**config.mk**
```make
export PLATFORM = sky130hd
export DESIGN_NAME = servo_angle_ramp_flat
export DESIGN_NICKNAME = d
export VERILOG_FILES = /design/src/rtl/servo_angle_ramp_if.sv /design/src/rtl/servo_angle_ramp.sv /design/src/flat_wrapper.sv
export SDC_FILE = /design/constraint.sdc
export NUM_CORES = 1
export LEC_CHECK = 0
export CAP_MARGIN = 20
export CORE_ASPECT_RATIO = 2
export CORE_MARGIN = 2
export CORE_UTILIZATION = 35
export CTS_CLUSTER_DIAMETER = 200
export DETAILED_ROUTE_END_ITERATION = 8
export PLACE_DENSITY = 0.61
export SLEW_MARGIN = 10
export SYNTH_ARGS = -nofsm -noshare
export SYNTH_HDL_FRONTEND = slang
export SYNTH_SLANG_ARGS = --single-unit
```
**constraint.sdc**
```tcl
create_clock -name clk -period 6.6 [get_ports clk]
set_input_delay 1.32 -clock clk [delete_from_list [all_inputs] [get_ports clk]]
set_output_delay 1.32 -clock clk [all_outputs]
set_load 0.1 [all_outputs]
```
**src/rtl/servo_angle_ramp_if.sv**
```systemverilog
// Target-angle handshake between a command source (master) and the servo ramp (slave).
interface servo_angle_ramp_if;
  logic       target_valid;
  logic [7:0] target_angle;
  logic       target_ready;

  modport master (output target_valid, output target_angle, input target_ready);
  modport slave  (input target_valid, input target_angle, output target_ready);
endinterface

```
**src/rtl/servo_angle_ramp.sv**
```systemverilog
// Servo slew-rate limiter: walks the commanded angle toward the latched target by at most
// STEP_DEG degrees once per frame tick.
//   state    | meaning
//   S_IDLE   | angle equals latched target, nothing to do
//   S_MOVING | angle differs from target, steps on each enabled tick
module servo_angle_ramp #(
  parameter int CLK_HZ      = 50_000_000,
  parameter int UPDATE_HZ   = 50,
  parameter int STEP_DEG    = 2,
  parameter int MAX_ANGLE   = 180,
  parameter int RESET_ANGLE = 90
) (
  input  logic                clk,
  input  logic                reset_n,
  servo_angle_ramp_if.slave   tgt_if,
  input  logic                enable_i,
  output logic [7:0]          angle_o,
  output logic                moving_o,
  output logic                at_target_o,
  output logic                update_tick_o
);

  localparam int TICK_CYCLES = CLK_HZ / UPDATE_HZ;
  localparam int CNT_W       = (TICK_CYCLES > 1) ? $clog2(TICK_CYCLES) : 1;
  localparam logic [CNT_W-1:0] CNT_LAST = CNT_W'(TICK_CYCLES - 1);
  localparam logic [7:0] MAX_A  = 8'(MAX_ANGLE);
  localparam logic [7:0] RST_A  = 8'(RESET_ANGLE);
  localparam logic [7:0] STEP_A = 8'(STEP_DEG);

  typedef enum logic {S_IDLE, S_MOVING} state_t;

  state_t             state_q, state_d;
  logic [CNT_W-1:0]   count_q, count_d;
  logic [7:0]         angle_q, angle_d;
  logic [7:0]         target_q, target_d;
  logic               at_target_q, at_target_d;
  logic               tick_q;
  logic               ready_q;
  logic               tick;
  logic               xfer;
  logic [7:0]         target_clamped;
  logic signed [8:0]  diff;
  logic [8:0]         mag;

  assign tick    = (count_q == CNT_LAST);
  assign count_d = tick ? '0 : count_q + CNT_W'(1);

  always_ff @(posedge clk or negedge reset_n) begin
    if (!reset_n) begin
      state_q     <= S_IDLE;
      count_q     <= '0;
      angle_q     <= RST_A;
      target_q    <= RST_A;
      at_target_q <= 1'b1;
      tick_q      <= 1'b0;
      ready_q     <= 1'b0;
    end else begin
      state_q     <= state_d;
      count_q     <= count_d;
      angle_q     <= angle_d;
      target_q    <= target_d;
      at_target_q <= at_target_d;
      tick_q      <= tick;
      ready_q     <= 1'b1;
    end
  end

  // The step always uses the old target; a same-edge transfer only affects the next state.
  always_comb begin
    target_clamped = (tgt_if.target_angle > MAX_A) ? MAX_A : tgt_if.target_angle;
    xfer           = tgt_if.target_valid && ready_q;
    diff           = $signed({1'b0, target_q}) - $signed({1'b0, angle_q});
    mag            = diff[8] ? $unsigned(-diff) : $unsigned(diff);
    angle_d        = angle_q;
    target_d       = xfer ? target_clamped : target_q;

    if ((state_q == S_MOVING) && tick && enable_i) begin
      if (mag <= {1'b0, STEP_A}) begin
        angle_d = target_q;
      end else if (diff[8]) begin
        angle_d = angle_q - STEP_A;
      end else begin
        angle_d = angle_q + STEP_A;
      end
    end

    state_d     = (angle_d != target_d) ? S_MOVING : S_IDLE;
    at_target_d = (angle_d == target_d);
  end

  assign tgt_if.target_ready = ready_q;
  assign angle_o             = angle_q;
  assign moving_o            = (state_q == S_MOVING);
  assign at_target_o         = at_target_q;
  assign update_tick_o       = tick_q;

endmodule

```
**src/flat_wrapper.sv**
```systemverilog
// flat-port wrapper written by rule: the top's interface ports become plain ports
module servo_angle_ramp_flat 
#(
  parameter int CLK_HZ      = 50_000_000,
  parameter int UPDATE_HZ   = 50,
  parameter int STEP_DEG    = 2,
  parameter int MAX_ANGLE   = 180,
  parameter int RESET_ANGLE = 90
)
  (clk, reset_n, enable_i, angle_o, moving_o, at_target_o, update_tick_o, tgt_if_target_valid, tgt_if_target_angle, tgt_if_target_ready);
  servo_angle_ramp_if tgt_if_i ();
  input  logic clk;
  input  logic reset_n;
  input  logic enable_i;
  output logic [7:0] angle_o;
  output logic moving_o;
  output logic at_target_o;
  output logic update_tick_o;
  input wire logic [$bits(tgt_if_i.target_valid)-1:0] tgt_if_target_valid;
  input wire logic [$bits(tgt_if_i.target_angle)-1:0] tgt_if_target_angle;
  output wire logic [$bits(tgt_if_i.target_ready)-1:0] tgt_if_target_ready;
  assign tgt_if_i.target_valid = tgt_if_target_valid;
  assign tgt_if_i.target_angle = tgt_if_target_angle;
  assign tgt_if_target_ready = tgt_if_i.target_ready;
  servo_angle_ramp #(.CLK_HZ(CLK_HZ), .UPDATE_HZ(UPDATE_HZ), .STEP_DEG(STEP_DEG), .MAX_ANGLE(MAX_ANGLE), .RESET_ANGLE(RESET_ANGLE)) u_core (.clk(clk), .reset_n(reset_n), .tgt_if(tgt_if_i), .enable_i(enable_i), .angle_o(angle_o), .moving_o(moving_o), .at_target_o(at_target_o), .update_tick_o(update_tick_o));
endmodule
```
==> reports/results.txt, run 1 <==
dominant register cell in the synthesized netlist: dfrtp_1
quantity of gates resized following cts: 0
overall die height: 131 um
crit path cell chain: inv_1 -> fa_1 -> a21o_1 -> a211oi_4 -> nor2_2 -> or4_4 -> o211a_1 -> a211oi_4 -> nand2_2 -> or4_1 -> o2111a_1 -> a32oi_1 -> and4_1
layout overhead on the synthesized area: 17.7%
Worst Setup Slack post-DPL: 2.15 ns
CP dominant cell by count: a211oi_4
post-detailed-route wirelength per cell: 17.2 um
maximum number of pins on one net before global-route repair: 41
number of placement rows: 46
max_cap viols: 0
Buffers on Ports: 23
crit share post-route: 0.682
wire length of the first global-routing pass: 11,800 um
gr usage total: 0.179
slowest stage cell on the critical path: dfstp_2
number of buffers inserted during clock tree synthesis: 5
hold violation count in the final report: 0
max frequency: 0.222 GHz
clock sink count: 40
main combinational cell family by area after synthesis: simple AND/OR/NAND/NOR gates
detail-routed via count per cell: 5.61
placed wire-length estimate: 5930 um
sw frac: 0.301
number of top-level design ports: 24
number of warnings reported in the yosys synthesis log: 0
power share of the combinational group: 0.273
adder and majority gate portion of the synthesized area: 0.0804
Worst Slack Setup Final: 2.10 ns
proportion of synthesized area in mux cells: 0.0296
Netlist Area Pre-Place: 2830 um2
Hold Buf Count CTS: 0
DR vias: 2,411
detailed-router iteration count before antenna repair: 4
count of pins over their slew limit: 0
number of global-route vias before repair: 2,516
placed cells: 422
DRC marker count from the first detailed-route iteration: 78
CP max stage delay: 0.57 ns
mean instance size in the synthesized netlist: 9.20 um2
final-layout setup total negative slack: 0 ns
number of filler cells placed in the layout: 786
unrepaired setup endpoints after global routing: no
EDFF count, synth: 0
share of total power in the clock network: 0.383
worst-path maximum fanout: 11
Synth top cells by count: dfrtp_1 (31), nand2_1 (23), inv_1 (22)
design internal power: 535 uW
Clk Latency, worst-skew pair: 0.29 ns
net count of the finished layout: 362
transition time of the tightest slew-check pin: 0.977 ns
Leakage Power: 1.43 nW
standard cell core area: 7890 um2
leading cell types by total area after synthesis: dfrtp_1 (27%), dfstp_2 (8.3%), ha_1 (6.6%)
number of synthesized register bits: 40
signal arrival time at the worst endpoint: 4.73 ns
class of the worst hold path: flip-flop to flip-flop
antenna violations before repair: 0
worst hold margin: 0.495 ns
cell taking the most area after synthesis: dfrtp_1
total congestion overflow: 0
area share of xor/xnor cells in the synthesized design: 0.102
sequential element share of the synthesized area: 0.357
share of post-route cells with drive strength above 1: 0.102
final critical-path required period: 4.50 ns
fraction of the mapped netlist area in compound gates: 0.186
weighted congestion reported at the end of routability-driven placement: 0.927
Cells after Synth: 308
buffer cell driving the clock tree root: clkbuf_16
starting utilization of the core area: 0.359
power density over the cells: 230 nW/um2
final worst clock skew: 0.00498 ns
sum of routed wire length over all layers: 7400 um
worst setup path class: flip-flop to flip-flop
htree depth: 2
die outline width: 67.6 um
antenna-violating nets left: 0
clock-pin slew on the worst setup and hold paths: 0.06 ns
CTS tree: yes
startpoint of the worst setup timing path: u_core.angle_o[1]
CTS max path bufs: 2
slew margin rel.: 0.347
outcome: finished clean
final setup vio count: 0
number of unique standard cell types used by synthesis: 68
# diodes: 0
switching pwr: 231 uW
post-synth top area share: 0.274
Async S/R FF share, synth: 1.00
Crit. End Element: flip-flop
sequential fraction of design power: 0.344
area fraction in and, or, nand and nor cells after synthesis: 0.205
worst hold path startpoint: u_core.count_q[0]
Die ar.: 8880 um2
most repeated cell in the gate-level netlist after synthesis: dfrtp_1
worst vdd ir: 231 uV
data required time at the worst endpoint: 6.83 ns
worst reg2reg path startpoint: u_core.angle_o[1]
final cell count without fillers: 430
post-route DRC violation count: 0
critical path startpoint category: flip-flop
post-CTS setup buffers: 0
Post-Syn Nets: 337
## worst paths after layout
| path | endpoint | slack (ns) | cells after the start |
|---|---|---|---|
| worst max-delay path | u_core.at_target_o | 2.10 | 13 |
| worst min-delay path | u_core.count_q[0] | 0.49 | 1 |
| worst max register to register | u_core.at_target_o | 2.10 | 13 |
| worst min register to register | u_core.count_q[0] | 0.49 | 1 |
| max in group asynchronous | u_core.count_q[2] | 4.87 | 1 |
| min in group asynchronous | u_core.count_q[9] | 1.16 | 1 |
## sequential cells by signal (all words and copies together) (netlist names)
signal and flops:
u_core.angle_o 8, u_core.at_target_o 1, u_core.count_q 20, u_core.moving_o 1, u_core.target_q 8, u_core.tgt_if.target_ready 1, u_core.update_tick_o 1
## cell type report
cell class                      count  area, um2  area share
Multi-Input combinational cell    241       1710       0.513
Sequential cell                    40       1010       0.304
Timing Repair Buffer               23        225      0.0675
Clock buffer                        7        153      0.0458
Tap cell                           96        120      0.0360
Inverter                           22       82.6      0.0248
Clock inverter                      1       30.0     0.00901
## critical path, delay by kind of cell, from the launching register on
kind	cells	cell delay, ns
buf+inv	1	0.13
flops	1	0.57
simple gates	5	1.65
fa+ha+maj	1	0.50
compound gates	6	1.60
## power groups by stage
stage                     sequential [mW]  clock [mW]  combinational, mW
after CTS                           0.263       0.303              0.209
after detailed placement            0.267           0              0.207
after global placement              0.267           0              0.205
after global routing                0.264       0.312              0.228
final                               0.263       0.293              0.209
after floorplan                     0.267           0              0.151
## layout by cell type, fill, tap and decap left out, types with 2 or more instances in the layout
master           netlist  layout
nor2_1                19      19
nor3_1                12      12
xor2_1                14      14
clkbuf_16              0       5
and3_1                 9       9
ha_1                  15      15
clkbuf_8               0       2
a211oi_4               2       2
o21ai_0               12      12
a22o_1                 2       2
inv_1                 22      22
a31oi_1                2       2
a211o_2                2       2
nand3_1               18      18
nand2b_1               4       4
and2_1                 3       3
nand2_1               23      23
a21oi_1               11      11
clkdlybuf4s50_1        0      22
a311oi_1               2       2
nor2b_1                3       3
or2_2                  2       2
o21a_1                 2       2
o211ai_1               2       2
mux2_2                 3       3
o22ai_1                2       2
o21bai_1               2       2
dfstp_2                9       9
nand4_1                6       6
fa_1                   2       2
dfrtp_1               31      31
o2111ai_1              2       2
a21o_1                 6       6
mux2i_1                5       5
nor4_1                 3       3
xnor2_1               19      19
## logic make-up after synthesis
logic type,after synthesis
adders and majority gates,17
and+or+nand+nor,113
xor gates and xnor gates,33
AOI/OAI and AO/OA,69
muxes,8
buffers and inverters,27
other,1
DFF,40
## metrics by stage
stage / area, um2 / util / total power, mW
detailed placement: 3150 / 0.400 / 0.475
floorplan: 2830 / - / 0.418
finish: 3330 / 0.423 / 0.766
CTS: 3330 / 0.423 / 0.775
global route: 3330 / 0.423 / 0.803
global placement: 3150 / 0.400 / 0.472
## per-layer routing
layer  part of all wire  vias up  global-route usage  wire length [um]
li1                   -     1162                   -                 -
met1               0.34     1174               0.162              2510
met2               0.57       48               0.328              4190
met3              0.028       27              0.0317               208
met4              0.066        0               0.130               491
met5                  0        -                   0                 0
Note: power is estimated with default switching activity, not from simulation.
==> run 2, diff against run 1 <==
--- a/config.mk
+++ b/config.mk
@@ -11,7 +11,7 @@
 export CORE_UTILIZATION = 35
 export CTS_CLUSTER_DIAMETER = 200
 export DETAILED_ROUTE_END_ITERATION = 8
-export PLACE_DENSITY = 0.61
+export PLACE_DENSITY = 0.63
 export SLEW_MARGIN = 10
 export SYNTH_ARGS = -nofsm -noshare
 export SYNTH_HDL_FRONTEND = slang
==> constraint.sdc (replaced) <==
create_clock -name clk -period 4.05 [get_ports clk]
set_input_delay 0.81 -clock clk [delete_from_list [all_inputs] [get_ports clk]]
set_output_delay 0.81 -clock clk [all_outputs]
set_load 0.1 [all_outputs]
==> run 2 against run 1 <==
Against the previous run: worst hold slack worse by 0.0076 ns; wire length up 10%; sequential share of layout area down 2.0 points; core utilization up 3.7 points; non-clock buffer count up 26; combinational power up 100%; final cell count up 5.8%; largest cell class unchanged.
==> reports/results.txt, run 2 (synthesis results as in run 1) <==
count of pins over their slew limit: 0
post-route DRC violation count: 0
htree depth: 2
overall die height: 131 um
total congestion overflow: 0
Global Route met2 Usage: 0.356
Crit. End Element: flip-flop
number of buffers inserted during clock tree synthesis: 5
flip-flop count of the largest register, all copies and words added: 20
power density over the cells: 348 nW/um2
Die ar.: 8880 um2
placed wire-length estimate: 6410 um
CTS max path bufs: 2
met1 track demand over resource: 0.190
number of placement rows: 46
layout overhead on the synthesized area: 28.0%
detailed-router iteration count before antenna repair: 4
critical path startpoint category: flip-flop
clock-pin slew on the worst setup and hold paths: 0.06 ns
worst setup path class: flip-flop to flip-flop
transition time of the tightest slew-check pin: 0.973 ns
post-detailed-route wirelength per cell: 18.0 um
weighted congestion reported at the end of routability-driven placement: 0.983
unrepaired setup endpoints after global routing: yes
slew margin rel.: 0.349
signal arrival time at the worst endpoint: 4.18 ns
detail-routed via count per cell: 5.57
hold violation count in the final report: 0
number of global-route vias before repair: 2,699
Worst Setup Slack post-DPL: 0.0240 ns
standard cell core area: 7890 um2
data required time at the worst endpoint: 4.28 ns
wire length of the first global-routing pass: 13,200 um
final setup vio count: 0
CTS tree: yes
sum of routed wire length over all layers: 8170 um
share of post-route cells with drive strength above 1: 0.226
final critical-path required period: 3.96 ns
Worst Slack Setup Final: 0.0942 ns
final instance area: 3630 um2
leading cell types in the layout, fill and taps excluded: dfrtp_1 (28), buf_4 (25), nand2_1 (23)
Clk Latency, worst-skew pair: 0.29 ns
maximum number of pins on one net before global-route repair: 41
final worst clock skew: 0.00630 ns
buffer cell driving the clock tree root: clkbuf_16
crit share post-route: 0.977
net count of the finished layout: 388
most used routing layer: met2
grt met3 use: 0.0317
placed instance area: 3330 um2
Leakage Power: 1.56 nW
starting utilization of the core area: 0.359
class of the worst hold path: flip-flop to flip-flop
top register by number of flip-flops: u_core.count_q
number of filler cells placed in the layout: 762
max_cap viols: 0
most frequent standard cell in the layout excluding fill and tap cells: dfrtp_1
DR vias: 2,533
number of top-level design ports: 24
antenna violations before repair: 0
max frequency: 0.253 GHz
worst vdd ir: 340 uV
DRC marker count from the first detailed-route iteration: 98
antenna-violating nets left: 0
outcome: finished clean
worst-path maximum fanout: 5
worst hold margin: 0.487 ns
Hold Buf Count CTS: 0
die outline width: 67.6 um
gr usage total: 0.201
# diodes: 0
Buffers on Ports: 23
clock sink count: 40
[run 2: per-layer routing]
layer / wire length (um) / part of all wire
met5: 0 / 0
met4: 718 / 0.088
met3: 199 / 0.024
met2: 4450 / 0.54
met1: 2800 / 0.34
[run 2: worst paths after layout]
| check | from | endpoint | slack (ns) | depth (start not counted) |
|---|---|---|---|---|
| max | u_core.angle_o[4] | u_core.at_target_o | 0.09 | 12 |
| max reg2reg | u_core.angle_o[4] | u_core.at_target_o | 0.09 | 12 |
| min in group asynchronous | reset_n | u_core.count_q[3] | 0.65 | 1 |
| min | u_core.count_q[0] | u_core.count_q[0] | 0.49 | 1 |
| max in group asynchronous | reset_n | u_core.angle_o[0] | 2.74 | 1 |
| min reg2reg | u_core.count_q[0] | u_core.count_q[0] | 0.49 | 1 |
[run 2: power breakdown]
part | switching (mW) | internal [mW]
Sequential | 0.0147 | 0.415
Combinational | 0.236 | 0.186
Clock | 0.151 | 0.258
Total | 0.402 | 0.859
[run 2: area by class of cell]
| type | count | area [um2] | share of cell area |
|---|---|---|---|
| multi-input cells | 241 | 1810 | 0.498 |
| flip-flops and latches | 40 | 1030 | 0.284 |
| repair buffers | 49 | 433 | 0.119 |
| clock buffers | 7 | 153 | 0.0421 |
| well taps | 96 | 120 | 0.0331 |
| inverters | 22 | 85.1 | 0.0234 |
[run 2: worst max-delay path: stages (launching register included)]
cell and delay (ns):
dfstp_4 0.63, inv_1 0.07, ha_2 0.32, a21o_1 0.22, a221oi_2 0.36, xor2_1 0.26
or4b_4 0.52, a211oi_4 0.33, a21oi_1 0.15, or2_0 0.23, a221o_1 0.35, a211oi_2 0.25
and4_1 0.22
[run 2: stage by stage]
step / setup TNS [ns] / total power, mW / utilization / instances
3_5_place_dp: 0 / 0.805 / 0.423 / 441
5_1_grt: -0.130 / 1.32 / 0.460 / 455
3_3_place_gp: 0 / 0.798 / 0.423 / 441
2_1_floorplan: 0 / 0.682 / - / 308
6_report: 0 / 1.26 / 0.460 / 455
4_1_cts: 0 / 1.23 / 0.448 / 451
[run 2: what timing repair did]
action	CTS	global route
pin swaps	8	8
buffers inserted	3	4
gates resized for setup	5	12
setup endpoints to repair	2	2
==> run 3, diff against run 2 <==
--- a/config.mk
+++ b/config.mk
@@ -11,8 +11,9 @@
 export CORE_UTILIZATION = 35
 export CTS_CLUSTER_DIAMETER = 200
 export DETAILED_ROUTE_END_ITERATION = 8
+export GPL_ROUTABILITY_DRIVEN = 0
 export PLACE_DENSITY = 0.63
-export SLEW_MARGIN = 10
+export SLEW_MARGIN = 40
 export SYNTH_ARGS = -nofsm -noshare
 export SYNTH_HDL_FRONTEND = slang
 export SYNTH_SLANG_ARGS = --single-unit
==> run 3 against run 2 <==
Against the previous run: final area shrank 0.21%; global-route usage is 0.18 points lower; via count up 1.4%.
==> reports/results.txt, run 3 (synthesis results as in run 1) <==
overall die height: 131 um
buffer cell driving the clock tree root: clkbuf_16
clock-pin slew on the worst setup and hold paths: 0.06 ns
antenna violations before repair: 0
final setup vio count: 0
number of global-route vias before repair: 2,624
logic depth of the worst register-to-register path: 15
net count of the finished layout: 387
class of the worst hold path: flip-flop to flip-flop
detailed-router iteration count before antenna repair: 4
signal arrival time at the worst endpoint: 4.17 ns
outcome: finished clean
sw frac: 0.300
number of buffers inserted during clock tree synthesis: 5
transition time of the tightest slew-check pin: 0.747 ns
power density over the cells: 376 nW/um2
max frequency: 0.249 GHz
worst vdd ir: 373 uV
CTS max path bufs: 2
power share of the combinational group: 0.316
DR vias: 2,568
Die ar.: 8880 um2
number of filler cells placed in the layout: 769
final critical-path required period: 4.02 ns
placed instance area: 3280 um2
design internal power: 953 uW
switching pwr: 408 uW
worst setup path class: flip-flop to flip-flop
post-detailed-route wirelength per cell: 18.1 um
worst hold path startpoint: u_core.count_q[0]
final worst clock skew: 0.00741 ns
final cell count without fillers: 454
reg-to-reg critical path endpoint: u_core.moving_o
share of post-route cells with drive strength above 1: 0.265
number of top-level design ports: 24
setup slack of the most critical reg-to-reg path: 0.03 ns
standard cell core area: 7890 um2
htree depth: 2
worst hold path endpoint: u_core.count_q[0]
flip-flop count of the largest register, all copies and words added: 20
hold violation count in the final report: 0
starting utilization of the core area: 0.359
total congestion overflow: 0
Clk Latency, worst-skew pair: 0.28 ns
share of total power in the clock network: 0.369
sum of routed wire length over all layers: 8220 um
die outline width: 67.6 um
clock sink count: 40
DRC marker count from the first detailed-route iteration: 99
max_cap viols: 0
gr usage total: 0.199
placed cells: 441
antenna-violating nets left: 0
# diodes: 0
Hold Crit Depth: 1
CTS tree: yes
slew margin rel.: 0.498
unrepaired setup endpoints after global routing: yes
data required time at the worst endpoint: 4.20 ns
sequential fraction of design power: 0.316
count of pins over their slew limit: 0
critical path startpoint category: flip-flop
wire length of the first global-routing pass: 13,100 um
most frequent standard cell in the layout excluding fill and tap cells: dfrtp_1
Leakage Power: 1.59 nW
layout overhead on the synthesized area: 27.8%
Crit. End Element: flip-flop
worst reg2reg path startpoint: u_core.target_q[0]
Hold Buf Count CTS: 0
top register by number of flip-flops: u_core.count_q
maximum number of pins on one net before global-route repair: 41
final instance area: 3620 um2
detail-routed via count per cell: 5.66
post-route DRC violation count: 0
crit share post-route: 0.993
Buffers on Ports: 23
leading cell types in the layout, fill and taps excluded: dfrtp_1 (28), buf_4 (25), nand2_1 (23)
multi-input combinational cell area: 1830 um2
number of placement rows: 46
worst-path maximum fanout: 4
Register Area: 1030 um2
placed wire-length estimate: 6450 um
## run 3: cell count changes in the layout (fill, tap and decap cells not counted), sizes merged
cell / before / now
clkdlybuf4s50: 22 / 10
bufinv: 0 / 2
clkbuf: 7 / 5
buf: 27 / 38
## run 3: area by class of cell
class | instances | area share
repair buffers | 48 | 0.102
multi-input cells | 241 | 0.506
inverters | 22 | 0.0235
well taps | 96 | 0.0332
clock buffers | 5 | 0.0346
clock inverters | 2 | 0.0166
flip-flops and latches | 40 | 0.284
## run 3: layer usage
layer	wire length [um]	share of wire	vias to the layer above	global-route usage
li1	-	-	1212	-
met1	2730	0.33	1243	0.192
met5	0	0	-	0
met4	759	0.092	0	0.169
met3	268	0.033	36	0.0317
met2	4460	0.54	77	0.343
## run 3: stage by stage
step           worst slack (ns)  total power, mW   util  hold slack [ns]  TNS, ns
6_report                 0.0282             1.36  0.459            0.484        0
5_1_grt                  -0.128             1.42  0.459            0.500   -0.245
3_3_place_gp              0.113            0.798  0.423            0.468        0
3_5_place_dp            0.00720            0.804  0.415            0.478        0
2_1_floorplan            0.0158            0.682      -            0.455        0
4_1_cts                 0.00329             1.31  0.439            0.485        0
## run 3: how the worst max path moves through the flow
stage	start	end	slack, ns	cells past startpoint
after floorplan	u_core.angle_o[1]	u_core.at_target_o	0.02	13
after global placement	u_core.angle_o[1]	u_core.at_target_o	0.11	13
after detailed placement	u_core.angle_o[1]	u_core.at_target_o	0.007	13
after CTS	u_core.angle_o[1]	u_core.moving_o	0.003	13
after global routing	u_core.angle_o[4]	u_core.at_target_o	-0.13	13
final	u_core.target_q[0]	u_core.moving_o	0.03	15
## run 3: power groups by stage
stage	combinational [mW]	sequential [mW]	clock (mW)
detailed placement	0.369	0.435	0
floorplan	0.247	0.434	0
global route	0.464	0.430	0.530
CTS	0.372	0.428	0.514
finish	0.430	0.430	0.502
global placement	0.363	0.435	0
## run 3: timing repair
item / in CTS / in global routing
hold endpoints to repair: 0 / 0
endpoints found under the setup margin: 0 / 2
resized for setup: 0 / 21
setup buffers: 0 / 6
## run 3: critical path: stages, from the launching register on
cell and delay [ns]:
dfrtp_1 0.39, inv_2 0.07, ha_4 0.14, inv_2 0.04, fa_2 0.38, a21o_1 0.21
a211oi_4 0.31, nor2_2 0.09, or4_4 0.53, o211a_4 0.26, a211oi_4 0.30, nand2_2 0.13
or4_1 0.54, o2111a_1 0.16, a32oi_2 0.19, nand4_1 0.13
